**src/rtl/qspi_pad_arbiter_pkg.sv**
```systemverilog
// Shared types and constants for the QSPI pad-group arbiter.
package qspi_arb_pkg;

   typedef enum logic [1:0] {ARB_IDLE, ARB_GUARD, ARB_GRANT} arb_state_e;

   localparam logic MST_NATV = 1'b0;
   localparam logic MST_APB  = 1'b1;

   function automatic logic [1:0] mst_onehot(input logic mst);
      return mst ? 2'b10 : 2'b01;
   endfunction

endpackage

```
**src/rtl/qspi_pad_arbiter_if.sv**
```systemverilog
// Request/grant bundle between the pad arbiter and the two QSPI controllers, sysctrl and pad mux.
interface qspi_pad_arbiter_if #(
   parameter int unsigned CNT_W = 16
);
   logic             mode_i;
   logic             static_sel_i;
   logic [1:0]       req_i;
   logic [1:0]       nss_i;
   logic [1:0]       gnt_o;
   logic             sel_o;
   logic             pad_hold_o;
   logic             busy_o;
   logic [CNT_W-1:0] sw_cnt_o;

   // Arbiter side
   modport slave (
      input  mode_i, static_sel_i, req_i, nss_i,
      output gnt_o, sel_o, pad_hold_o, busy_o, sw_cnt_o
   );

   // Controller / sysctrl / pad-mux side
   modport master (
      output mode_i, static_sel_i, req_i, nss_i,
      input  gnt_o, sel_o, pad_hold_o, busy_o, sw_cnt_o
   );
endinterface

```
**src/rtl/qspi_pad_arbiter.sv**
```systemverilog
// Sequenced handover of the shared QSPI pad group: the old transfer must finish (nss high)
// and the pads must sit idle for a guard interval before the next owner is granted.
module qspi_pad_arbiter
   import qspi_arb_pkg::*;
#(
   parameter int unsigned GUARD_CYCLES = 4,
   parameter int unsigned CNT_W        = 16
) (
   input logic               clk_i,
   input logic               rst_i,
   qspi_pad_arbiter_if.slave bus
);

   localparam int unsigned GW = (GUARD_CYCLES > 0) ? $clog2(GUARD_CYCLES + 1) : 1;

   arb_state_e       state, state_n;
   logic [GW-1:0]    cnt, cnt_n;
   logic [1:0]       gnt, gnt_n;
   logic             sel, sel_n;
   logic             hold, hold_n;
   logic             busy;
   logic             last, last_n;
   logic [CNT_W-1:0] swc, swc_n;
   logic [1:0]       eff_req;
   logic             winner;

   always_ff @(posedge clk_i) begin
      if (rst_i) begin
         state <= ARB_IDLE;
         cnt   <= '0;
         gnt   <= '0;
         sel   <= MST_NATV;
         hold  <= 1'b1;
         busy  <= 1'b0;
         last  <= MST_APB;
         swc   <= '0;
      end else begin
         state <= state_n;
         cnt   <= cnt_n;
         gnt   <= gnt_n;
         sel   <= sel_n;
         hold  <= hold_n;
         busy  <= (state_n != ARB_IDLE);
         last  <= last_n;
         swc   <= swc_n;
      end
   end

   always_comb begin
      state_n = state;
      cnt_n   = cnt;
      gnt_n   = gnt;
      sel_n   = sel;
      hold_n  = hold;
      last_n  = last;
      swc_n   = swc;
      eff_req = bus.mode_i ? bus.req_i : (bus.static_sel_i ? 2'b10 : 2'b01);
      winner  = (eff_req == 2'b11) ? ~last : eff_req[1];

      unique case (state)
         ARB_IDLE: begin
            if (|eff_req) begin
               sel_n = winner;
               if (GUARD_CYCLES == 0) begin
                  state_n = ARB_GRANT;
                  gnt_n   = mst_onehot(winner);
                  hold_n  = 1'b0;
               end else begin
                  state_n = ARB_GUARD;
                  cnt_n   = GW'(GUARD_CYCLES);
               end
            end
         end
         // Counts down to zero and grants on the following edge, so the grant
         // lands GUARD_CYCLES+1 edges after the request was taken in IDLE.
         ARB_GUARD: begin
            if (!eff_req[sel]) begin
               state_n = ARB_IDLE;
            end else if (cnt == '0) begin
               state_n = ARB_GRANT;
               gnt_n   = mst_onehot(sel);
               hold_n  = 1'b0;
            end else begin
               cnt_n = cnt - GW'(1);
            end
         end
         ARB_GRANT: begin
            if (!eff_req[sel] && bus.nss_i[sel]) begin
               state_n = ARB_IDLE;
               gnt_n   = '0;
               hold_n  = 1'b1;
               last_n  = sel;
               if (swc != '1) swc_n = swc + CNT_W'(1);
            end
         end
         default: begin
            state_n = ARB_IDLE;
            gnt_n   = '0;
            hold_n  = 1'b1;
         end
      endcase
   end

   assign bus.gnt_o      = gnt;
   assign bus.sel_o      = sel;
   assign bus.pad_hold_o = hold;
   assign bus.busy_o     = busy;
   assign bus.sw_cnt_o   = swc;

endmodule

```
**src/flat_wrapper.sv**
```systemverilog
// flat-port wrapper written by rule: the top's interface ports become plain ports
module qspi_pad_arbiter_flat import qspi_arb_pkg::*;
#(
   parameter int unsigned GUARD_CYCLES = 4,
   parameter int unsigned CNT_W        = 16
)
  (clk_i, rst_i, bus_mode_i, bus_static_sel_i, bus_req_i, bus_nss_i, bus_gnt_o, bus_sel_o, bus_pad_hold_o, bus_busy_o, bus_sw_cnt_o);
  qspi_pad_arbiter_if #(.CNT_W(CNT_W)) bus_i ();
  input logic clk_i;
  input logic rst_i;
  input wire logic [$bits(bus_i.mode_i)-1:0] bus_mode_i;
  input wire logic [$bits(bus_i.static_sel_i)-1:0] bus_static_sel_i;
  input wire logic [$bits(bus_i.req_i)-1:0] bus_req_i;
  input wire logic [$bits(bus_i.nss_i)-1:0] bus_nss_i;
  output wire logic [$bits(bus_i.gnt_o)-1:0] bus_gnt_o;
  output wire logic [$bits(bus_i.sel_o)-1:0] bus_sel_o;
  output wire logic [$bits(bus_i.pad_hold_o)-1:0] bus_pad_hold_o;
  output wire logic [$bits(bus_i.busy_o)-1:0] bus_busy_o;
  output wire logic [$bits(bus_i.sw_cnt_o)-1:0] bus_sw_cnt_o;
  assign bus_i.mode_i = bus_mode_i;
  assign bus_i.static_sel_i = bus_static_sel_i;
  assign bus_i.req_i = bus_req_i;
  assign bus_i.nss_i = bus_nss_i;
  assign bus_gnt_o = bus_i.gnt_o;
  assign bus_sel_o = bus_i.sel_o;
  assign bus_pad_hold_o = bus_i.pad_hold_o;
  assign bus_busy_o = bus_i.busy_o;
  assign bus_sw_cnt_o = bus_i.sw_cnt_o;
  qspi_pad_arbiter #(.GUARD_CYCLES(GUARD_CYCLES), .CNT_W(CNT_W)) u_core (.clk_i(clk_i), .rst_i(rst_i), .bus(bus_i));
endmodule
```
**config.mk**
```make
export PLATFORM = sky130hd
export DESIGN_NAME = qspi_pad_arbiter_flat
export DESIGN_NICKNAME = d
export VERILOG_FILES = /design/src/rtl/qspi_pad_arbiter_pkg.sv /design/src/rtl/qspi_pad_arbiter_if.sv /design/src/rtl/qspi_pad_arbiter.sv /design/src/flat_wrapper.sv
export SDC_FILE = /design/constraint.sdc
export NUM_CORES = 1
export LEC_CHECK = 0
export CAP_MARGIN = 20
export CORE_MARGIN = 2
export CORE_UTILIZATION = 50
export CTS_BUF_LIST = sky130_fd_sc_hd__clkbuf_4 sky130_fd_sc_hd__clkbuf_8 sky130_fd_sc_hd__clkbuf_16
export DETAILED_ROUTE_END_ITERATION = 6
export HOLD_SLACK_MARGIN = 0.1
export PLACE_DENSITY = 0.77
export SLEW_MARGIN = 0
export SYNTH_ARGS = -nofsm -noshare
export SYNTH_HDL_FRONTEND = slang
export SYNTH_SLANG_ARGS = --single-unit
```
**constraint.sdc**
```tcl
create_clock -name clk_i -period 2.2 [get_ports clk_i]
set_clock_uncertainty 0.15 [all_clocks]
set_input_delay 0.55 -clock clk_i [delete_from_list [all_inputs] [get_ports clk_i]]
set_output_delay 0.55 -clock clk_i [all_outputs]
set_load 0.005 [all_outputs]
```
==> metrics.md <==
| Metric | Value |
|---|---|
| Status | complete, no violations |
| Die ar. | approximately 3300 sq um |
| Tmin final | roughly 2.1 ns |
| Hold slack | 0.309 ns |
| Max-Cap Viols | 0 |
| Final WL | slightly above 3 mm |
| RD Place Congestion | between 0.9 and 1 |
| Clk buf depth | 2 |
| TritonCTS clock tree | done |
| Crit path depth | 1 |
| Syn Inst Count | between 150 and 200 |
| Seq/Total Area, Yosys | 0.377 |
| Post-synthesis area per instance | approximately 8.6 sq um |
| Met1 WL | roughly 1.4 mm |
| Critical Path AT | between 1 and 1.5 ns |
| Root Buffer | clkbuf_4 |
| Maximum level of the CTS H-tree | 1 |
| CP Cell Sequence | clkdlybuf4s50_1 |
| Largest net degree at the start of global routing | 16 |
| Ys Warns | 0 |
| Fmax | around 0.47 GHz |
| Setup CP Type | flop to output port |
| Reg2Reg Setup Slack | 0.21 ns |
| First-pass GRT wire length | ~5.2 mm |
| Clock transition at path regs | 0.14 ns |
| Die Y | 57.6 um |
| Worst Path Buf+Inv | 1 |
| Setup crit start kind | flop |
| Top-area cell type share of the netlist area | 0.377 |
| Area contributors post-synth | dfxtp_1 38%, xor2_1 7.3%, nor2_1 5.0% |
| DP HPWL | around 2.4 mm |
| Ant diodes | 0 |
| Final std cells w/o fill | around 230 |
| Most frequent cells in the layout | 27 x clkdlybuf4s50_1, 27 x dfxtp_1, 19 x nor2_1, 12 x nand3_1, 12 x xor2_1 |
| Setup Viol. Count Final | 0 |
| Worst setup slack after layout | roughly 0.065 ns |
| Reg2reg start | u_core.bus.sw_cnt_o[0]$_SDFFE_PP0P_ |
| Worst min path class | flop to flop |
| Num ports | 29 |
| Flops & latches, synth | 27 |
| Slowest CP cell | clkdlybuf4s50_1 |
| Routed wl met2 | 1.46 mm |
| GRT Overall Usage | 0.199 |
| Initial antenna violation count | 0 |
| Routed via count | about 1300 |
| Post-synth ARST share | 0 |
| RSZ-0062 raised after global routing | no |
| Post-Place Cells | 230 |
| Final Max Tran Viols | 0 |
| EDFF count, synth | 0 |
| Congestion Overflow GR | 0 |
| Number of port buffers | 28 |
| Reg-to-Reg End | u_core.bus.sw_cnt_o[13]$_SDFFE_PP0P_ |
| Max-slew headroom | 0.781 |
| Pre-CTS WS | -0.363 ns |
| Max stage delay on crit path | between 0.5 and 0.6 ns |
| Power Dens Cells | just over 500 nW/um^2 |
| Die width | roughly 58 um |
| Vias in the first global route | about 1200 |
| Tcrit/Tclk final | 0.970 |
| Netlist cell types | 47 |
| Area leader, netlist | dfxtp_1 |
| VDD IR max | between 0.3 and 0.4 mV |
| Final Hold Vio Count | 0 |
| R2R depth | 7 |
| Worst-margin pin slew | 0.328 ns |
| Syn_nets | 177 |
| Uppermost layer routed | met4 |
| CP max FO | 9 |
| Synth Cell Area | between 1000 and 1500 sq um |
| Critical Path Sink | bus_sel_o |
| Data required, critical path | 1.50 ns |
| Hold_buf cts | 0 |
| Met3 wire length | 145 um |
| Ys flop type | dfxtp_1 |
| Core Region | roughly 2700 sq um |
| CTS Buf Count | 3 |
| Detail Route Antenna Nets | 0 |
| DRC errors left | 0 |
| Leakage | 0.723 nW |
| Fin util | 0.671 |
| Nets@finish | around 220 |
| Vias per cell | ~5.6 |
| Critical path's top delay family | buffers and inverters |
| Initial drt markers | 53 |
| CP startpoint | u_core.bus.sel_o$_SDFFE_PP0P_ |
| Layout cells sized above 1 | 0.158 |
| Worst skew pair latency | between 0.3 and 0.4 ns |
| Initial Utilization | 0.524 |
| Post-CTS Setup Repair Bufs | 0 |
| Per-cell routed wire length | approximately 13 um |
| Clk sinks | 27 |
| CP endpoint kind | output port |
| Cell Rows | 19 |
| Area Growth Syn to Fin | 27.9% |
| # fillers | between 200 and 250 |
| First-pass DRT Iterations | 4 |
[cells by family (layout without fill, tap and decap cells)]
| family | after synthesis | in the layout | share of synthesized area |
|---|---|---|---|
| XOR/XNOR | 13 | 13 | 0.0794 |
| flip-flops | 27 | 27 | 0.377 |
| multiplexers | 3 | 3 | 0.0209 |
| buffers and inverters | 10 | 47 | 0.0366 |
| AO/OA/AOI/OAI | 21 | 21 | 0.107 |
| adder cells (fa/ha/maj) | 3 | 3 | 0.0262 |
| AND/OR/NAND/NOR | 89 | 89 | 0.353 |
[state kept, by name, indices dropped and copies added, names as in the netlist]
| name | cells |
|---|---|
| u_core.cnt | 3 |
| u_core.bus.gnt_o | 2 |
| u_core.bus.pad_hold_o | 1 |
| u_core.bus.sw_cnt_o | 16 |
| u_core.state | 2 |
| u_core.bus.sel_o | 1 |
| u_core.bus.busy_o | 1 |
| u_core.last | 1 |
[what timing repair did]
item	4_1_cts	5_1_grt
endpoints found under the setup margin	1	3
endpoints found under the hold margin	0	0
cloned	0	0
resized for setup	1	2
[worst min-delay path by stage]
stage,startpoint,endpoint,slack (ns),cells after the start
after floorplan,u_core.cnt[0]$_SDFFE_PP0P_,u_core.cnt[0]$_SDFFE_PP0P_,0.28,2
after global placement,u_core.cnt[0]$_SDFFE_PP0P_,u_core.cnt[0]$_SDFFE_PP0P_,0.29,2
after detailed placement,u_core.cnt[0]$_SDFFE_PP0P_,u_core.cnt[0]$_SDFFE_PP0P_,0.29,2
after CTS,u_core.cnt[0]$_SDFFE_PP0P_,u_core.cnt[0]$_SDFFE_PP0P_,0.31,2
after global routing,u_core.cnt[0]$_SDFFE_PP0P_,u_core.cnt[0]$_SDFFE_PP0P_,0.34,2
final,u_core.cnt[0]$_SDFFE_PP0P_,u_core.cnt[0]$_SDFFE_PP0P_,0.31,2
[cells in the mapped netlist, drive strengths merged (2+ instances only)]
library cell	count
and2b	3
buf	4
and2	5
dfxtp	27
nand2b	5
xor2	12
or3	2
or2b	2
nand3	14
inv	4
nor3	3
or2	3
a21oi	9
o21ai	3
nand4	8
nor3b	2
mux2i	3
and3	8
nand2	13
nor2	19
ha	3
[stage by stage]
stage	instance area, sq um	total power [mW]	setup TNS [ns]
finish	1830	0.939	0
global route	1830	0.983	0
CTS	1820	0.941	0
detailed placement	1800	0.733	-6.17
global placement	1800	0.724	-4.62
floorplan	1430	0.647	0
[cell type report]
| class | instances | area (sq um) | area share |
|---|---|---|---|
| inverter | 4 | 15.0 | 0.00819 |
| tap | 31 | 38.8 | 0.0211 |
| clock inverter | 1 | 5.00 | 0.00273 |
| multi-input combinational | 129 | 851 | 0.464 |
| sequential | 27 | 541 | 0.295 |
| timing repair buffer | 39 | 362 | 0.197 |
| clock buffer | 3 | 22.5 | 0.0123 |
[power breakdown]
part           leakage, nW  switching, mW  internal [mW]
sequential           0.219         0.0218          0.509
clock               0.0177          0.145         0.0682
combinational        0.486         0.0919          0.103
[metal layers]
| metal | vias up | GRT usage |
|---|---|---|
| met3 | 7 | 0.0295 |
| met1 | 593 | 0.249 |
| met4 | 0 | 0.0897 |
| li1 | 655 | - |
| met5 | - | 0 |
| met2 | 44 | 0.338 |
Power figures use the tool's default switching activity.
